### src/rtl/usb_axi_pkg.sv
// Shared types and constants for the USB register/buffer AXI4-Lite bridge:
// FSM states, address-window decode constants and AXI response codes.
package usb_axi_pkg;

  typedef enum logic [2:0] {
    IDLE,
    WR_EXEC,
    WR_RESP,
    RD_EXEC,
    RD_WAIT,
    RD_RESP
  } state_e;

  typedef enum logic [1:0] {
    RGN_REG,
    RGN_STAT,
    RGN_MEM,
    RGN_UNMAP
  } region_e;

  localparam logic [31:0] REG_BASE  = 32'h0000_0000;
  localparam logic [31:0] REG_MASK  = 32'hFFFF_FF00;
  localparam logic [31:0] STAT_BASE = 32'h0000_0100;
  localparam logic [31:0] STAT_MASK = 32'hFFFF_FFFC;
  localparam logic [31:0] MEM_BASE  = 32'h0000_0400;
  localparam logic [31:0] MEM_MASK  = 32'hFFFF_FC00;

  localparam logic [1:0] RESP_OKAY   = 2'b00;
  localparam logic [1:0] RESP_SLVERR = 2'b10;
  localparam logic [1:0] RESP_DECERR = 2'b11;

  // Register writes with wstrb[0]=0 are silently dropped but still OKAY.
  function automatic logic [1:0] write_resp(input region_e rgn, input logic [3:0] strb);
    logic [1:0] resp;
    case (rgn)
      RGN_REG:  resp = RESP_OKAY;
      RGN_STAT: resp = RESP_SLVERR;
      RGN_MEM:  resp = (strb == 4'hF) ? RESP_OKAY : RESP_SLVERR;
      default:  resp = RESP_DECERR;
    endcase
    return resp;
  endfunction

endpackage

### src/rtl/usb_axi_addr_dec.sv
// Combinational AXI byte-address decoder into register / status / memory /
// unmapped windows; one instance per address channel.
module usb_axi_addr_dec
  import usb_axi_pkg::*;
#(
  parameter int AXI_ADDR_WIDTH = 12
) (
  input  logic [AXI_ADDR_WIDTH-1:0] addr,
  output region_e                   region
);

  logic [31:0] addr_ext;

  always_comb begin
    addr_ext = 32'(addr);
    region   = RGN_UNMAP;
    if ((addr_ext & REG_MASK) == REG_BASE)
      region = RGN_REG;
    else if ((addr_ext & STAT_MASK) == STAT_BASE)
      region = RGN_STAT;
    else if ((addr_ext & MEM_MASK) == MEM_BASE)
      region = RGN_MEM;
  end

endmodule

### src/rtl/usb_axi_bridge.sv
// AXI4-Lite slave bridging to the USB SIE register file and buffer memory
// port B. One transaction in flight; alternating priority between AW/W and AR.
module usb_axi_bridge
  import usb_axi_pkg::*;
#(
  parameter int MEM_ADDR_WIDTH = 8,
  parameter int MEM_COL_WIDTH  = 32,
  parameter int AXI_ADDR_WIDTH = 12
) (
  input  logic                      SIE_clk,
  input  logic                      reset_SIE,
  input  logic [AXI_ADDR_WIDTH-1:0] s_axi_awaddr,
  input  logic                      s_axi_awvalid,
  output logic                      s_axi_awready,
  input  logic [31:0]               s_axi_wdata,
  input  logic [3:0]                s_axi_wstrb,
  input  logic                      s_axi_wvalid,
  output logic                      s_axi_wready,
  output logic [1:0]                s_axi_bresp,
  output logic                      s_axi_bvalid,
  input  logic                      s_axi_bready,
  input  logic [AXI_ADDR_WIDTH-1:0] s_axi_araddr,
  input  logic                      s_axi_arvalid,
  output logic                      s_axi_arready,
  output logic [31:0]               s_axi_rdata,
  output logic [1:0]                s_axi_rresp,
  output logic                      s_axi_rvalid,
  input  logic                      s_axi_rready,
  output logic                      Reg_WrEn,
  output logic [5:0]                Reg_Address,
  output logic [7:0]                Reg_WrData,
  output logic                      Reg_RdEn,
  input  logic [7:0]                Reg_RdData,
  output logic                      En_B,
  output logic [MEM_ADDR_WIDTH-1:0] addrB,
  output logic [MEM_COL_WIDTH-1:0]  dinB,
  input  logic [MEM_COL_WIDTH-1:0]  doutB,
  input  logic                      Data_toggle_RF
);

  state_e     state, state_nxt;
  region_e    aw_region, ar_region, region;
  logic       wr_prio;
  logic       grant_wr, grant_rd;
  logic [3:0] wstrb_q;

  usb_axi_addr_dec #(.AXI_ADDR_WIDTH(AXI_ADDR_WIDTH)) u_aw_dec (
    .addr   (s_axi_awaddr),
    .region (aw_region)
  );

  usb_axi_addr_dec #(.AXI_ADDR_WIDTH(AXI_ADDR_WIDTH)) u_ar_dec (
    .addr   (s_axi_araddr),
    .region (ar_region)
  );

  // Grant arbitration: a write needs AW and W together; ties alternate.
  always_comb begin
    grant_wr = 1'b0;
    grant_rd = 1'b0;
    if (state == IDLE && !reset_SIE) begin
      grant_wr = s_axi_awvalid && s_axi_wvalid && (wr_prio || !s_axi_arvalid);
      grant_rd = s_axi_arvalid && !grant_wr;
    end
  end

  always_comb begin
    state_nxt = state;
    case (state)
      IDLE: begin
        if (grant_wr)      state_nxt = WR_EXEC;
        else if (grant_rd) state_nxt = RD_EXEC;
      end
      WR_EXEC: state_nxt = WR_RESP;
      WR_RESP: if (s_axi_bready) state_nxt = IDLE;
      RD_EXEC: state_nxt = RD_WAIT;
      RD_WAIT: state_nxt = RD_RESP;
      RD_RESP: if (s_axi_rready) state_nxt = IDLE;
      default: state_nxt = IDLE;
    endcase
  end

  // Strobes and valids are gated by reset so an aborted transaction never leaks a pulse.
  always_comb begin
    s_axi_awready = grant_wr;
    s_axi_wready  = grant_wr;
    s_axi_arready = grant_rd;
    s_axi_bvalid  = (state == WR_RESP) && !reset_SIE;
    s_axi_rvalid  = (state == RD_RESP) && !reset_SIE;
    Reg_WrEn      = (state == WR_EXEC) && (region == RGN_REG) && wstrb_q[0] && !reset_SIE;
    En_B          = (state == WR_EXEC) && (region == RGN_MEM) && (wstrb_q == 4'hF) && !reset_SIE;
    Reg_RdEn      = (state == RD_EXEC) && (region == RGN_REG) && !reset_SIE;
  end

  always_ff @(posedge SIE_clk) begin
    if (reset_SIE) begin
      state       <= IDLE;
      wr_prio     <= 1'b1;
      region      <= RGN_UNMAP;
      wstrb_q     <= '0;
      Reg_Address <= '0;
      Reg_WrData  <= '0;
      addrB       <= '0;
      dinB        <= '0;
      s_axi_bresp <= RESP_OKAY;
      s_axi_rresp <= RESP_OKAY;
      s_axi_rdata <= '0;
    end else begin
      state <= state_nxt;
      if (grant_wr) begin
        wr_prio     <= 1'b0;
        region      <= aw_region;
        wstrb_q     <= s_axi_wstrb;
        Reg_Address <= s_axi_awaddr[7:2];
        Reg_WrData  <= s_axi_wdata[7:0];
        addrB       <= s_axi_awaddr[MEM_ADDR_WIDTH+1:2];
        dinB        <= s_axi_wdata;
        s_axi_bresp <= write_resp(aw_region, s_axi_wstrb);
      end else if (grant_rd) begin
        wr_prio     <= 1'b1;
        region      <= ar_region;
        Reg_Address <= s_axi_araddr[7:2];
        addrB       <= s_axi_araddr[MEM_ADDR_WIDTH+1:2];
        s_axi_rresp <= (ar_region == RGN_UNMAP) ? RESP_DECERR : RESP_OKAY;
      end
      // Register and memory read data both arrive one cycle after the EXEC strobe.
      if (state == RD_WAIT) begin
        case (region)
          RGN_REG:  s_axi_rdata <= {24'h0, Reg_RdData};
          RGN_MEM:  s_axi_rdata <= doutB;
          RGN_STAT: s_axi_rdata <= {31'h0, Data_toggle_RF};
          default:  s_axi_rdata <= '0;
        endcase
      end
    end
  end

endmodule

### config.mk
export PLATFORM = sky130hd
export DESIGN_NAME = usb_axi_bridge
export DESIGN_NICKNAME = d
export VERILOG_FILES = /design/src/rtl/usb_axi_pkg.sv /design/src/rtl/usb_axi_addr_dec.sv /design/src/rtl/usb_axi_bridge.sv
export SDC_FILE = /design/constraint.sdc
export NUM_CORES = 1
export LEC_CHECK = 0
export CAP_MARGIN = 20
export CORE_MARGIN = 10
export CORE_UTILIZATION = 35
export DETAILED_ROUTE_END_ITERATION = 16
export DONT_BUFFER_PORTS = 1
export MAX_ROUTING_LAYER = met4
export PLACE_DENSITY = 0.6
export SETUP_SLACK_MARGIN = 0.02
export SLEW_MARGIN = 20
export SYNTH_ARGS = -nofsm -noshare
export SYNTH_HDL_FRONTEND = slang
export SYNTH_SLANG_ARGS = --single-unit
### constraint.sdc
create_clock -name SIE_clk -period 2.12 [get_ports SIE_clk]
set_input_delay 0.212 -clock SIE_clk [delete_from_list [all_inputs] [get_ports SIE_clk]]
set_output_delay 0.212 -clock SIE_clk [all_outputs]
set_load 0.01 [all_outputs]
Yosys cells after proc, flatten, opt, wreduce, memory -nomap -nowiden
Index checks and enable logic that the tools add are counted.
{ "word_totals": {"elab_cells": 82, "in_bits": 108, "reg_bits": 100} }
{ "op_classes": {"mux": 25, "eq_ne": 19, "bitwise_logic": 1, "n_reduce_logical": 26} }
{ "ops": {"columns": ["op", "count"], "rows": [
  ["32-bit case mux with 3 select lines", 1],
  ["32-bit zero test", 2],
  ["10-bit by 7-bit == test with 1-bit output, second input constant", 2],
  ["3-bit case mux with 6 select lines", 1],
  ["2-bit two-way mux", 8],
  ["8-bit two-way mux", 2],
  ["1-bit logical AND", 14],
  ["3-bit two-way mux", 4],
  ["6-bit two-way mux", 2],
  ["2-bit by 1-bit == test with 1-bit output, second input constant", 4],
  ["4-bit == test, second input constant", 2],
  ["2-bit == test, second input constant", 3],
  ["3-bit by 2-bit == test with 1-bit output, second input constant", 2],
  ["3-bit == test, second input constant", 2],
  ["1-bit two-way mux", 6],
  ["2-bit case mux with 3 select lines", 1],
  ["2-bit zero test", 2],
  ["2-bit != test, second input constant", 2],
  ["3-bit by 1-bit == test with 1-bit output, second input constant", 1],
  ["1-bit zero test", 3],
  ["3-bit zero test", 1],
  ["3-bit != test, second input constant", 1],
  ["3-bit AND reduction", 1],
  ["2-bit AND reduction", 1],
  ["3 further kinds", 3]
]} }

Logic depth before layout (Yosys ltp)
{ "depth": {"depth_word": 9, "ltp_mapped": 8, "depth_no_buf": 5} }

Cells and area by module
A second synthesis with hierarchy kept.
{ "hier_totals": {"cells_unflattened": 414, "hier_area_um2": 3768.6} }
{ "by_module_without_submodules": {"columns": ["mod", "instances", "seq_area_each_um2", "area_each_um2", "cells_per_inst"], "rows": [
  ["usb_axi_bridge", 1, 1701.6, 3698.5, 402],
  ["usb_axi_addr_dec", 2, 0.0, 35.0, 6]
]} }

Worst setup path after synthesis
OpenSTA, ideal clock, no wires.
{ "synth_path": {"path_type": "register to output", "start": "register state[0]", "end": "output port s_axi_wready", "n_path_buf": 4, "required_ns": 1.908, "path_slack_ns": 0.493, "stages_incl_launch_ff": 8, "arrival_time_ns": 1.415, "path_cell_list": "dfxtp_1 > buf_6 > nor4_4 > nand3_2 > inv_2 > buf_4 > buf_4 > buf_4"} }
{ "synth_between": {"elab_chain_len": 3} }
{ "synth_lines": {"columns": ["item", "line", "text"], "rows": [
  ["from (decl)", "usb_axi_bridge.sv:41", "state_e state, state_nxt;"],
  ["from (signal assigned)", "usb_axi_bridge.sv:109", "state <= state_nxt;"],
  ["3-bit zero test", "usb_axi_bridge.sv:61", "if (state == IDLE && !reset_SIE) begin"],
  ["1-bit logical AND", "usb_axi_bridge.sv:61", null],
  ["1-bit two-way mux", "usb_axi_bridge.sv:61", null],
  ["to (decl)", "usb_axi_bridge.sv:18", "output logic s_axi_wready,"]
]} }
No other way between the ends.

Worst setup path after layout
{ "layout_path": {"start": "register state[1]", "end": "output port s_axi_wready"} }
Same word-level chain as after synthesis.

==> out/qor.yml <==
final_area_um2: 4360
layout.nets: 584
grt_first_pass_wirelength_mm: 17.3
htree_levels: 3
crit_type: "reg2out"
p_leak_nw: 1.54
antennaDiodeCount: 0
synth-xor-area-share_pct: 0
worst_ep_arrival_time_ns: 1.67
critPathLaunchType: "flip-flop"
hpwlAfterDp_mm: 7.71
synth_top_family_by_area: "simple AND/OR/NAND/NOR gates"
synth-compound-area-share_pct: 15.9
wire_per_inst_um: 18.3
slowest_stage: "dfxtp_1"
io_buffers: 0
syn_area_um2: 3590
drtAntennaViolNets: 0
netlist_instances: 443
place_area_um2: 3570
worstHoldPathType: "in2reg"
critPathMaxFanout: 75
synth_top_area_share_pct: 47.4
die_y_um: 121
seq_area_frac_synth_pct: 47.4
final_hold_viol_count: 0
rows: 36
drc: 0
path_cells: "nor4_4, nand3_2, inv_2, buf_12"
start_util_pct: 36.4
setup_violations: 0
worst_pin_slew_ns: 0.614
cpPeakStageDelay_ns: 0.40
yosys.area.top_type: "dfxtp_1"
post-route-period-util_pct: 88.6
end_kind: "primary output"
postCtsSetupBuffers: 0
muxShareOfSynthArea_pct: 4.46
avgViaCountPerCell: 5.23
fill_cells: 927
vias: 3209
pin_count: 206
clockBufferDepth: 2
yosys.area_share.simple_pct: 23.8
antenna_found_initial: 0
cts_tree: "built"
synthDistinctLibCells: 42
coreArea_um2: 9860
finalClockSkew_ns: 0.00433
vdd_drop_max_mv: 0.369
seqCellArea_um2: 1700
finalSetupTns_ns: 0
synth_fa_ha_area_share_pct: 0
multi_input_area_um2: 1590
drive_gt1_share_pct: 7.29
drt_iter0_drc: 183
clkTransAtPathRegs_ns: 0.08
cp_num_buf_inv: 2
avgSynthCellArea_um2: 8.10
cts_root_buffer: "clkbuf_8"
grt_pass1_vias: 3212
grt_max_degree: 76
slew_headroom_pct: 58.8
required_ns: 1.91
period_needed_ns: 1.88
grt_usage_pct: 15.0
total_power_w: 0.00324
numCtsBuffers: 9
fmax_mhz: 532
first_pass_iters: 4
crit_family: "simple AND/OR/NAND/NOR gates"
power_density_nw_per_um2: 743
drv_cap: 0
rsz0062_at_grt: "no"
drv_slew: 0
status: "completed"
ys_warn_count: 0
dieArea_um2: 14700
grt_overflow: 0
cts_sinks: 85
synthTopCellsByArea: "dfxtp_1 47%, nand2_1 11%, a21oi_1 6.3%"
die_width_um: 121
clk_latency_ns: 0.34
ys_seq_elements: 85
gp_congestion: 0.855
syn2layout_area_growth_pct: 21.5
syn-num-nets: 551
routed_wl_mm: 11.2
## cells by family after synthesis
group	after synthesis
mux	16
flops	85
simple gates	185
compound gates	104
buf+inv	53
## cell usage after synthesis (all sizes together)
library cell / count
o21ba: 1
buf: 32
a21oi: 45
nor3b: 1
clkbuf: 17
or3b: 1
inv: 4
nand2b: 12
nor2b: 2
o2111ai: 1
a21o: 1
a2111o: 1
a211oi: 2
o31ai: 1
a32o: 1
or4: 2
a2bb2oi: 1
o21a: 1
nor2: 13
nand3b: 1
o22a: 1
nor4: 5
and2: 2
nor3: 14
dfxtp: 85
a31oi: 1
nand4: 1
nand3: 29
a31o: 1
mux2i: 16
nand2: 101
o21ai: 46
nand4b: 1
## final cells by class
| type | count | area share (%) |
|---|---|---|
| Clock buffer | 10 | 2.93 |
| Inverter | 4 | 0.345 |
| Tap cell | 133 | 3.82 |
| Multi-Input combinational cell | 305 | 36.4 |
| Clock inverter | 5 | 1.21 |
| Timing Repair Buffer | 71 | 16.2 |
| Sequential cell | 85 | 39.1 |
## power breakdown
| part | switching, W | internal, W |
|---|---|---|
| registers | 0.000108 | 0.00167 |
| clock network | 0.000562 | 0.000533 |
| logic | 0.000186 | 0.000178 |
| total | 0.000856 | 0.00238 |
## stage by stage
step           hold slack [ns]  setup WS, ns  util, %  std cells
6_report                0.0282         0.241     44.2        613
5_1_grt                 0.0230        0.0630     44.2        613
4_1_cts                0.00350         0.114     44.2        613
3_5_place_dp             0.291         0.420     36.1        538
3_3_place_gp             0.290         0.439     36.1        538
2_1_floorplan            0.321         0.493        -        443
## layout by cell type, fill, tap and decap left out, drive strengths merged
master,n
nand3b,1
nand4b,1
o21a,1
or3b,1
a2bb2oi,1
inv,4
a211oi,2
nand2,101
nand4,1
a21o,1
dlygate4sd3,59
a31o,1
a21oi,45
o21ai,46
nor3b,1
buf,12
dfxtp,85
o31ai,1
nor4,5
nor3,14
o21ba,1
clkinvlp,1
nor2b,2
mux2i,16
clkinv,3
bufinv,1
clkbuf,10
or4,2
a31oi,1
a2111o,1
a32o,1
and2,2
nand2b,12
o2111ai,1
nand3,29
o22a,1
nor2,13
## metal layers
| metal | vias to the layer above | part of all wire (%) | track usage, % |
|---|---|---|---|
| li1 | 1553 | - | - |
| met1 | 1461 | 40 | 17.0 |
| met2 | 179 | 45 | 22.2 |
| met3 | 16 | 13 | 7.03 |
| met4 | 0 | 2.0 | 6.63 |
| met5 | - | 0 | - |
## worst register-to-register path: stages, from the launching register on
cell and delay [ns]:
dfxtp_1 0.51, or3b_1 0.62, buf_4 0.32, nand2_1 0.10, a21oi_1 0.07
## state kept, by name, indices dropped and copies added, names as in the netlist, 3 cells and up
name and cells:
addrB 3, s_axi_rdata 32, dinB 25, state 3, wstrb_q 4, Reg_Address 5
Reg_WrData 7
## path summary, 6_finish.rpt
kind                           startpoint                            to  slack (ns)  depth (start not counted)
setup / recovery    state[1]$_SDFFE_PP0P_                  s_axi_wready        0.24                          4
hold reg to reg   wstrb_q[3]$_SDFFE_PP0P_       wstrb_q[3]$_SDFFE_PP0P_        0.45                          2
setup reg to reg    state[2]$_SDFFE_PP0P_   s_axi_rdata[8]$_SDFFE_PP0P_        0.39                          4
hold / removal                  doutB[11]  s_axi_rdata[11]$_SDFFE_PP0P_        0.03                          2
## repair_timing
item,CTS,global route
endpoints found under the setup margin,0,1
endpoints found under the hold margin,75,0
resized for setup,0,1
hold buffers,60,0
Note: power is estimated with default switching activity, not from simulation.
